$ cat config.mk
export PLATFORM = sky130hd
export DESIGN_NAME = serial_adder_ctrl
export DESIGN_NICKNAME = d
export VERILOG_FILES = /design/src/rtl/serial_adder_pkg.sv /design/src/rtl/ripplecarry_adder.sv /design/src/rtl/serial_adder_ctrl.sv
export SDC_FILE = /design/constraint.sdc
export NUM_CORES = 1
export LEC_CHECK = 0
export ABC_AREA = 1
export CORE_MARGIN = 2
export CORE_UTILIZATION = 45
export CTS_BUF_LIST = sky130_fd_sc_hd__clkbuf_8
export DETAILED_ROUTE_END_ITERATION = 6
export PLACE_DENSITY = 0.71
export SETUP_SLACK_MARGIN = 0.3
export SKIP_LAST_GASP = 1
export SYNTH_ARGS = -nofsm -noshare
export SYNTH_HDL_FRONTEND = slang
export SYNTH_SLANG_ARGS = --single-unit
$ cat constraint.sdc
create_clock -name clk -period 4.15 [get_ports clk]
set_input_delay 0.83 -clock clk [delete_from_list [all_inputs] [get_ports clk]]
set_output_delay 0.83 -clock clk [all_outputs]
set_load 0.005 [all_outputs]
$ cat src/rtl/serial_adder_pkg.sv
// Shared types and constants for the nibble-serial adder controller.
package serial_adder_pkg;

    localparam int unsigned NIB_W = 4;

    typedef enum logic [1:0] {
        IDLE = 2'd0,
        RUN  = 2'd1,
        DONE = 2'd2
    } state_e;

endpackage

$ cat src/rtl/ripplecarry_adder.sv
// 4-bit ripple-carry adder used as the shared nibble datapath.
module ripplecarry_adder (
    input  logic [3:0] a,
    input  logic [3:0] b,
    input  logic       cin,
    output logic [3:0] s,
    output logic       cout
);

    logic [4:0] c;

    always_comb begin
        c    = '0;
        s    = '0;
        c[0] = cin;
        for (int i = 0; i < 4; i++) begin
            s[i]     = a[i] ^ b[i] ^ c[i];
            c[i + 1] = (a[i] & b[i]) | (a[i] & c[i]) | (b[i] & c[i]);
        end
        cout = c[4];
    end

endmodule

$ cat src/rtl/serial_adder_ctrl.sv
// Nibble-serial add/subtract with valid/ready handshakes on both sides.
// One shared 4-bit adder processes operands LSB nibble first.
module serial_adder_ctrl
    import serial_adder_pkg::*;
#(
    parameter int unsigned WIDTH = 16
) (
    input  logic             clk,
    input  logic             rst,
    input  logic             in_valid,
    output logic             in_ready,
    input  logic [WIDTH-1:0] a,
    input  logic [WIDTH-1:0] b,
    input  logic             op_sub,
    output logic             out_valid,
    input  logic             out_ready,
    output logic [WIDTH-1:0] sum,
    output logic             cout,
    output logic             ovf
);

    localparam int unsigned NIB  = WIDTH / NIB_W;
    localparam int unsigned IDXW = (NIB > 1) ? $clog2(NIB) : 1;
    localparam logic [IDXW-1:0] LAST_IDX = IDXW'(NIB - 1);

    state_e            state;
    logic [WIDTH-1:0]  a_q;
    logic [WIDTH-1:0]  b_q;
    logic              carry;
    logic [IDXW-1:0]   idx;

    logic [NIB_W-1:0]  nib_a;
    logic [NIB_W-1:0]  nib_b;
    logic [NIB_W-1:0]  nib_s;
    logic              nib_c;

    always_comb begin
        nib_a = a_q[idx * NIB_W +: NIB_W];
        nib_b = b_q[idx * NIB_W +: NIB_W];
    end

    ripplecarry_adder u_adder (
        .a    (nib_a),
        .b    (nib_b),
        .cin  (carry),
        .s    (nib_s),
        .cout (nib_c)
    );

    assign in_ready  = (state == IDLE);
    assign out_valid = (state == DONE);

    always_ff @(posedge clk) begin
        if (rst) begin
            state <= IDLE;
            a_q   <= '0;
            b_q   <= '0;
            carry <= 1'b0;
            idx   <= '0;
            sum   <= '0;
            cout  <= 1'b0;
            ovf   <= 1'b0;
        end else begin
            unique case (state)
                IDLE: begin
                    if (in_valid) begin
                        // Subtract as A + ~B + 1: invert B here, seed carry with 1.
                        a_q   <= a;
                        b_q   <= op_sub ? ~b : b;
                        carry <= op_sub;
                        idx   <= '0;
                        state <= RUN;
                    end
                end
                RUN: begin
                    sum[idx * NIB_W +: NIB_W] <= nib_s;
                    carry <= nib_c;
                    if (idx == LAST_IDX) begin
                        idx   <= '0;
                        cout  <= nib_c;
                        ovf   <= (a_q[WIDTH-1] == b_q[WIDTH-1]) &&
                                 (nib_s[NIB_W-1] != a_q[WIDTH-1]);
                        state <= DONE;
                    end else begin
                        idx <= idx + IDXW'(1);
                    end
                end
                DONE: begin
                    if (out_ready) begin
                        state <= IDLE;
                    end
                end
                default: state <= IDLE;
            endcase
        end
    end

endmodule

Word-level counts from Yosys, hierarchy flattened
Index checks and enable logic that the tools add are counted.
- register bits: 55
- output and inout port bits: 20
- word-level logic and storage cells: 69
- $add $sub $neg: 2
- shift operators: 4
- reductions and logical operators: 7
- multiplexer cells: 11
- equality and inequality tests: 8
- bitwise logic cells: 29
- operators by type and width (operator ; number):
    $neg 4->34 ; 1
    $shift 4x34->16 const A ; 1
    $shiftx 4x34->16 ; 1
    $shiftx 16x5->4 ; 2
    $bwmux 16 ; 1
    $mux 16 ; 1
    $not 16->16 ; 1
    $and 1x1->1 ; 12
    $mux 2 ; 5
    $or 1x1->1 ; 8
    $xor 1x1->1 ; 8
    $pmux 2 s3 ; 1
    $reduce_and 2->1 ; 3
    $eq 2x2->1 const B ; 2
    $ne 2x2->1 const B ; 2
    $pmux 2 s2 ; 1
    $reduce_and 3->1 ; 1
    $add 2x1->2 const B ; 1
    $eq 2x1->1 const B ; 1
    $logic_not 2->1 ; 1
    $ne 2x1->1 const B ; 1
    $pmux 1 s2 ; 1
    $reduce_bool 2->1 ; 1
    $eq 1x1->1 ; 1
    3 further kinds ; 3

Logic depth before layout (Yosys ltp)
Gate-level depths: netlist of run 1.
- word-level depth: 14
- gate-level depth with buffers: 17
- gate-level depth less buffers: 15

Hierarchy
Synthesis of run 1 repeated with hierarchy kept, for this count alone.
- cells, all modules: 393
- area, all modules: 2721.4 um2
- by module, submodules not included (module ; times used ; area an instance (um2) ; seq. area each (um2) ; cells each):
    serial_adder_ctrl ; 1 ; 2603.7 ; 1101.1 ; 379
    ripplecarry_adder ; 1 ; 117.6 ; 0.0 ; 14

Least setup slack after synthesis of run 1
Ideal clock, no wire load.
- kind: register to register
- from: register idx[0]
- to: register sum[7]
- slack: 1.213 ns
- buffers on the path: 2
- clock period less this slack: 2.937 ns
- arrival time: 2.809 ns
- stages on the path, launching flop included: 18
- path through: dfxtp_1 > buf_2 > inv_2 > buf_2 > nor2_1 > o22ai_1 > fa_1 > inv_1 > fa_1 > fa_1 > inv_1 > fa_1 > inv_1 > nor2_1 > nand2_1 > nor2_1 > nor2_1 > nor2_1
- cells in the longest elaborated chain, start to end: 13
- elaborated cells between the ends (all ways): 29
- those cells by class: 1 x add/sub; 4 x shift; 1 x mux; 23 x bitwise
- RTL lines (element ; RTL line ; RTL):
    from (decl) ; serial_adder_ctrl.sv:30 ; logic [IDXW-1:0] idx;
    from (signal assigned) ; serial_adder_ctrl.sv:85 ; idx <= idx + IDXW'(1);
    $shiftx 16x5->4 (on tied branches) ; serial_adder_ctrl.sv:38, serial_adder_ctrl.sv:39 ;
    $and 1x1->1 ; ripplecarry_adder.sv:18 ; c[i + 1] = (a[i] & b[i]) | (a[i] & c[i]) | (b[i] & c[i]);
    $or 1x1->1 (2 in series) ; ripplecarry_adder.sv:18 ;
    $and 1x1->1 ; ripplecarry_adder.sv:18 ;
    $or 1x1->1 (2 in series) ; ripplecarry_adder.sv:18 ;
    $and 1x1->1 ; ripplecarry_adder.sv:18 ;
    $or 1x1->1 (2 in series) ; ripplecarry_adder.sv:18 ;
    $xor 1x1->1 ; ripplecarry_adder.sv:17 ; s[i] = a[i] ^ b[i] ^ c[i];
    $shiftx 4x34->16 ; serial_adder_ctrl.sv:76 ; sum[idx * NIB_W +: NIB_W] <= nib_s;
    $bwmux 16 (*) ; serial_adder_ctrl.sv:76 ;
    to (signal, indexed assignment) ; serial_adder_ctrl.sv:76 ;
    to (decl) ; serial_adder_ctrl.sv:17 ; output logic [WIDTH-1:0] sum,
Mark *: on every way between the ends. The rest lies on a longest branch, timed or not.
A chain may end at the register's enable or synchronous reset.

Worst setup path after layout of run 1
- from: register idx[1]
- to: register sum[7]
The elaborated chain is that of the path after synthesis.

==> impl_metrics.csv, run 1 <==
group,metric,value,unit
global_route,grt_first_pass_wirelength,10200,um
yosys,ys_ff_latch,55,
critical_path,path_cells,"clkinv_1 -> o21ai_0 -> o22ai_1 -> fa_1 -> inv_1 -> fa_1 -> fa_1 -> inv_1 -> fa_1 -> inv_1 -> nor2_1 -> nand2_1 -> nor2_1 -> nor2_1 -> nor2_1",
drt,first_pass_iters,4,
die,die-width,82.8,um
global_route,antenna_found_initial,0,
sta,final-hold-violation-count,0,
final_layout,layout.area.seq,0.00110,mm^2
critical_path,timing.critical_path.required,4.39,ns
clocking,cts_root_buf,"clkbuf_8",
placement,dp.final_hpwl,4410,um
clocking,cts-htree-levels,2,
drt,antenna_left,0,
drt,drtIter0Drc,109,
final_layout,layout.cells.most_common,"nor2_1",
critical_path,cp-end-kind,"flip-flop",
placement,port-buffer-count,56,
die,die_h,82.8,um
power_and_ir_drop,power,1.10,mW
clocking,clk_pin_slew_worst_paths,0.09,ns
sta,finalMaxSlewViolations,0,
yosys,synth_area_leader_cell,"dfxtp_1",
yosys,synth.yosys.seq_area_share,39.4,%
power_and_ir_drop,leak_pwr,1.45,nW
placement,place.gp.congestion,0.904,
clocking,clock_insertion_delay_worst_skew,0.31,ns
clocking,cts-root-to-sink-buffers,2,
clocking,cts-buffers-inserted,5,
sta,total_negative_slack_for_setup_checks,0,ns
yosys,postSynthNetCount,449,
critical_path,crit_path_max_incr_delay,0.56,ns
drt,route.vias.total,2448,
final_layout,layout.cell_area.non_filler,0.00340,mm^2
clocking,clock_tree_from_tritoncts,"done",
sta,period_share,76.0,%
critical_path,critical_path_class,"reg2reg",
yosys,avgSynthCellArea,6.95,um^2
die,io_pins,57,
critical_path,critical_path.n_buffers_inverters,4,
sta,fmax,0.317,GHz
sta,tightestPinTransition,0.860,ns
drt,vias_per_cell,4.70,
final_layout,antenna_cells_inserted,0,
critical_path,critical-path-slowest-cell,"dfxtp_1",
hold_path,min-delay-path-class,"reg2reg",
global_route,first_global_vias,2348,
sta,min_period,3.16,ns
die,placement_rows,28,
die,floorplan.die_area,0.00686,mm^2
critical_path,arrival_worst_endpoint,3.40,ns
outcome,run_status,"finished, final reports clean",
final_layout,mostFrequentLayoutCells,"nor2_1, nand2_1, clkdlybuf4s50_1",
yosys,synth_top_cells_by_area,"dfxtp_1, nor2_1, nand2_1",
power_and_ir_drop,vdd_drop_max,164,uV
die,coreArea,0.00596,mm^2
drt,number_of_drc_violations_after_detailed_routing,0,
global_route,residual_overflow_from_global_routing,0,
power_and_ir_drop,power_density,323,mW/mm^2
sta,final-setup-viol-count,0,
final_layout,nets,494,
global_route,grt_max_degree,46,
sta,max-slew-margin-rel,42.5,%
global_route,track_usage,17.8,%
clocking,holdBufCountCts,0,
critical_path,crit_family,"adder cells",
yosys,postSynthCellCount,402,
drt,drt_wl_total,5770,um
sta,fin_worst_skew,0.00523,ns
clocking,tritoncts_num_sinks,55,
yosys,synth.cell_area,0.00280,mm^2
final_layout,layout-drive-gt1-share,3.14,%
yosys,yosys.cell_types.count,23,
final_layout,fill_cells,586,
yosys,synth_largest_type_area_fraction,39.4,%
final_layout,syn2layout_area_growth,21.7,%
job,maxCapViolCount,0,
die,start_util,46.9,%
sta,rsz0062_at_grt,"no",
drt,average_wire_length_per_cell_after_detail_routing,11.1,um
clocking,postCtsSetupBuffers,0,
final_layout,multi_input_gate_area,0.00142,mm^2
critical_path,element_type_at_the_critical_path_start,"flip-flop",
yosys,synth_warnings,0,
clocking,post_cts_resized,0,
placement,detailed_place.area,0.00333,mm^2
critical_path,critPathMaxFanout,13,
## report_power, final
| part | switching (mW) | internal, mW | leakage (nW) |
|---|---|---|---|
| Sequential | 0.0229 | 0.563 | 0.452 |
| Clock | 0.161 | 0.111 | 0.0413 |
| Combinational | 0.131 | 0.109 | 0.955 |
| Total | 0.315 | 0.783 | 1.45 |
## stage by stage
| stage | hold slack (ns) | setup WS (ns) | util [%] | std cells |
|---|---|---|---|---|
| 3_3_place_gp | 0.451 | 1.14 | 55.9 | 515 |
| 5_1_grt | 0.490 | 0.618 | 57.1 | 521 |
| 6_report | 0.468 | 0.995 | 57.1 | 521 |
| 3_5_place_dp | 0.458 | 1.06 | 55.9 | 515 |
| 4_1_cts | 0.472 | 1.01 | 57.1 | 521 |
| 2_1_floorplan | 0.424 | 1.21 | - | 402 |
## per-layer routing
metal / part of all wire (%) / up-vias / global-route usage, %
li1: - / 1323 / -
met1: 46 / 1068 / 22.0
met2: 48 / 52 / 30.8
met3: 3.9 / 5 / 3.88
met4: 1.2 / 0 / 5.96
met5: 0 / - / 0
## path summary, 6_finish.rpt
| kind | startpoint | endpoint | slack, ns | depth (start not counted) |
|---|---|---|---|---|
| worst min register to register | sum[9]$_SDFFE_PP0P_ | sum[9]$_SDFFE_PP0P_ | 0.47 | 2 |
| worst min-delay path | sum[9]$_SDFFE_PP0P_ | sum[9]$_SDFFE_PP0P_ | 0.47 | 2 |
| worst max register to register | idx[1]$_SDFFE_PP0P_ | sum[7]$_SDFFE_PP0P_ | 0.99 | 15 |
| worst max-delay path | idx[1]$_SDFFE_PP0P_ | sum[7]$_SDFFE_PP0P_ | 0.99 | 15 |
## cells in the mapped netlist
cell type and number:
nand2_1 80, buf_4 3, buf_6 5, nor3_1 3, fa_1 4, nand4_1 1
inv_2 2, xnor2_1 16, o21ai_0 39, ha_1 6, inv_1 32, nand3_1 8
o22ai_1 4, nor2_1 107, buf_2 10, nand3_2 1, nor2_4 2, clkbuf_1 2
a21oi_1 19, inv_6 1, clkinv_1 1, dfxtp_1 55, nand2_4 1
## layout make-up
cell class / instances / area share [%]
multi-input cells: 291 / 41.7
flip-flops and latches: 55 / 32.4
repair buffers: 58 / 16.9
inverters: 36 / 4.12
well taps: 75 / 2.76
clock buffers: 5 / 2.02
clock inverters: 1 / 0.110
## registers in the layout, summed over array words and instances (netlist names)
register / cells
a_q: 16
b_q: 16
sum: 16
idx: 2
state: 2
carry: 1
cout: 1
ovf: 1
## logic make-up after synthesis
logic type                 count (synthesis)  synth area share, %
and+or+nand+nor                          203                 28.9
buffers and inverters                     56                 9.89
xor gates and xnor gates                  16                 5.01
DFF                                       55                 39.4
adders and majority gates                 10                 5.55
AOI/OAI and AO/OA                         62                 11.3
## worst min-delay path, stage by stage, from the launching register on
cell and delay [ns]:
dfxtp_1 0.32, nand2_1 0.06, a21oi_1 0.05
No activity file was read; power rests on OpenSTA's default activity.
==> run 2, diff against run 1 <==
==> constraint.sdc (replaced) <==
create_clock -name clk -period 2.97 [get_ports clk]
set_input_delay 0.594 -clock clk [delete_from_list [all_inputs] [get_ports clk]]
set_output_delay 0.594 -clock clk [all_outputs]
set_load 0.005 [all_outputs]
==> run 2 against run 1 <==
  * Sequential power grew 40%
  * Critical path depth down 1
  * Via count is 1.9% higher
  * Setup slack worse by 0.76 ns
  * Fmax increased by 15%
  * Die area unchanged
  * Final cell count rose by 1.5%
  * Core utilization up 2.3 points
  * Design area grew 4.0%
  * Power is 43% higher
  * Largest power group unchanged
==> impl_metrics.csv, run 2 (same netlist as run 1, synthesis figures left out) <==
group,metric,value,unit
final_layout,layout.cell_area.non_filler,0.00354,mm^2
sta,max-slew-margin-rel,41.5,%
die,die_h,82.8,um
placement,place_inst,519,
clocking,clock_tree_from_tritoncts,"done",
clocking,cts-buffers-inserted,5,
global_route,antenna_found_initial,0,
power_and_ir_drop,power_density,445,mW/mm^2
job,maxCapViolCount,0,
die,die-width,82.8,um
drt,antenna_left,0,
power_and_ir_drop,power,1.57,mW
clocking,cts_root_buf,"clkbuf_8",
die,io_pins,57,
clocking,cts-root-to-sink-buffers,2,
critical_path,cp-end-kind,"flip-flop",
critical_path,element_type_at_the_critical_path_start,"flip-flop",
outcome,run_status,"finished, final reports clean",
die,start_util,46.9,%
critical_path,critPathMaxFanout,7,
sta,final-hold-violation-count,0,
die,floorplan.die_area,0.00686,mm^2
clocking,cts-htree-levels,2,
sta,fin_hold_ws,0.467,ns
critical_path,critical_path.n_buffers_inverters,3,
critical_path,reg2regPathDepth,14,
drt,number_of_drc_violations_after_detailed_routing,0,
placement,detailed_place.area,0.00338,mm^2
sta,final-setup-viol-count,0,
critical_path,rr_endpoint,"sum[7]$_SDFFE_PP0P_",
final_layout,layout.cells.most_common,"nor2_1",
global_route,first_global_vias,2397,
placement,dp.final_hpwl,4460,um
drt,route.vias.total,2495,
final_layout,antenna_cells_inserted,0,
drt,drtIter0Drc,104,
sta,period_share,92.0,%
sta,fmax,0.366,GHz
hold_path,holdPathEnd,"cout$_SDFFE_PP0P_",
clocking,clock_insertion_delay_worst_skew,0.31,ns
final_layout,layout.cells.non_filler,529,
critical_path,crit_path_max_incr_delay,0.43,ns
drt,average_wire_length_per_cell_after_detail_routing,11.1,um
critical_path,critical-path-slowest-cell,"dfxtp_4",
critical_path,timing.critical_path.required,3.17,ns
drt,vias_per_cell,4.72,
die,placement_rows,28,
placement,place.gp.congestion,0.881,
final_layout,mostFrequentLayoutCells,"nor2_1, nand2_1, clkdlybuf4s50_1",
critical_path,regToRegSetupSlack,0.24,ns
power_and_ir_drop,leak_pwr,1.50,nW
clocking,tritoncts_num_sinks,55,
placement,port-buffer-count,56,
hold_path,worst_hold_path.num_cells,2,
sta,rsz0062_at_grt,"yes",
global_route,track_usage,18.0,%
drt,drt_wl_total,5850,um
final_layout,nets,502,
critical_path,timing.rr.start,"idx[0]$_SDFFE_PP0P_",
die,coreArea,0.00596,mm^2
global_route,grt_first_pass_wirelength,10400,um
final_layout,syn2layout_area_growth,26.5,%
final_layout,layout-drive-gt1-share,9.25,%
hold_path,hold_start,"cout$_SDFFE_PP0P_",
final_layout,largestRegisters,"a_q: 16 flops, b_q: 16 flops, sum: 16 flops",
sta,finalMaxSlewViolations,0,
clocking,clk_pin_slew_worst_paths,0.09,ns
sta,min_period,2.73,ns
global_route,grt_max_degree,46,
sta,tightestPinTransition,0.875,ns
critical_path,crit_family,"adder cells",
critical_path,arrival_worst_endpoint,2.93,ns
sta,total_negative_slack_for_setup_checks,0,ns
power_and_ir_drop,vdd_drop_max,206,uV
critical_path,critical_path_class,"reg2reg",
hold_path,min-delay-path-class,"reg2reg",
drt,first_pass_iters,4,
global_route,residual_overflow_from_global_routing,0,
critical_path,path_cells,"o21ai_1 -> o22ai_2 -> fa_2 -> inv_2 -> fa_2 -> fa_2 -> inv_2 -> fa_1 -> inv_2 -> nor2_2 -> nand2_1 -> nor2_1 -> nor2_1 -> nor2_1",
sta,fin_worst_skew,0.00690,ns
[run 2: report_power, final]
group / leakage (nW) / internal [mW] / switching (mW)
sequential: 0.453 / 0.786 / 0.0353
combinational: 1.00 / 0.179 / 0.198
clock: 0.0413 / 0.154 / 0.220
total: 1.50 / 1.12 / 0.453
[run 2: repair_timing]
| item | 4_1_cts | 5_1_grt |
|---|---|---|
| setup endpoints to repair | 5 | 5 |
| resized for setup | 9 | 13 |
| cloned | 0 | 0 |
| pin swaps | 1 | 6 |
| buffers inserted | 2 | 2 |
| hold buffers | 0 | 0 |
[run 2: worst min-delay path: cells and delay by family, from the launching register on]
| kind | cells | cell delay, ns |
|---|---|---|
| AO/OA/AOI/OAI | 1 | 0.05 |
| AND/OR/NAND/NOR | 1 | 0.06 |
| flip-flops | 1 | 0.32 |
[run 2: worst max-delay path by stage]
stage / cells past startpoint / startpoint / endpoint / slack [ns]
2_1_floorplan: 17 / idx[0]$_SDFFE_PP0P_ / sum[7]$_SDFFE_PP0P_ / 0.24
3_3_place_gp: 14 / idx[0]$_SDFFE_PP0P_ / sum[7]$_SDFFE_PP0P_ / 0.19
3_5_place_dp: 14 / idx[0]$_SDFFE_PP0P_ / sum[7]$_SDFFE_PP0P_ / 0.12
4_1_cts: 15 / idx[0]$_SDFFE_PP0P_ / sum[7]$_SDFFE_PP0P_ / 0.28
5_1_grt: 14 / idx[0]$_SDFFE_PP0P_ / sum[7]$_SDFFE_PP0P_ / 0.07
6_report: 14 / idx[0]$_SDFFE_PP0P_ / sum[7]$_SDFFE_PP0P_ / 0.24
[run 2: through the flow]
stage	setup WS [ns]	util, %
3_3_place_gp	0.189	56.8
2_1_floorplan	0.238	-
5_1_grt	0.0696	59.4
6_report	0.238	59.4
4_1_cts	0.276	58.5
3_5_place_dp	0.119	56.8
[run 2: cell type report]
| cell class | instances | area, um^2 |
|---|---|---|
| Clock inverter | 1 | 3.75 |
| Sequential cell | 55 | 1110 |
| Inverter | 36 | 149 |
| Fill cell | 604 | 2420 |
| Timing Repair Buffer | 66 | 639 |
| Tap cell | 75 | 93.8 |
| Clock buffer | 5 | 68.8 |
| Multi-Input combinational cell | 291 | 1480 |
[run 2: per-layer routing]
layer | vias up | part of all wire, % | routed length (um) | track usage, %
li1 | 1347 | - | - | -
met1 | 1097 | 48 | 2830 | 22.9
met2 | 46 | 47 | 2760 | 31.4
met3 | 5 | 3.2 | 190 | 3.08
met4 | 0 | 1.2 | 70 | 5.22
met5 | - | 0 | 0 | 0
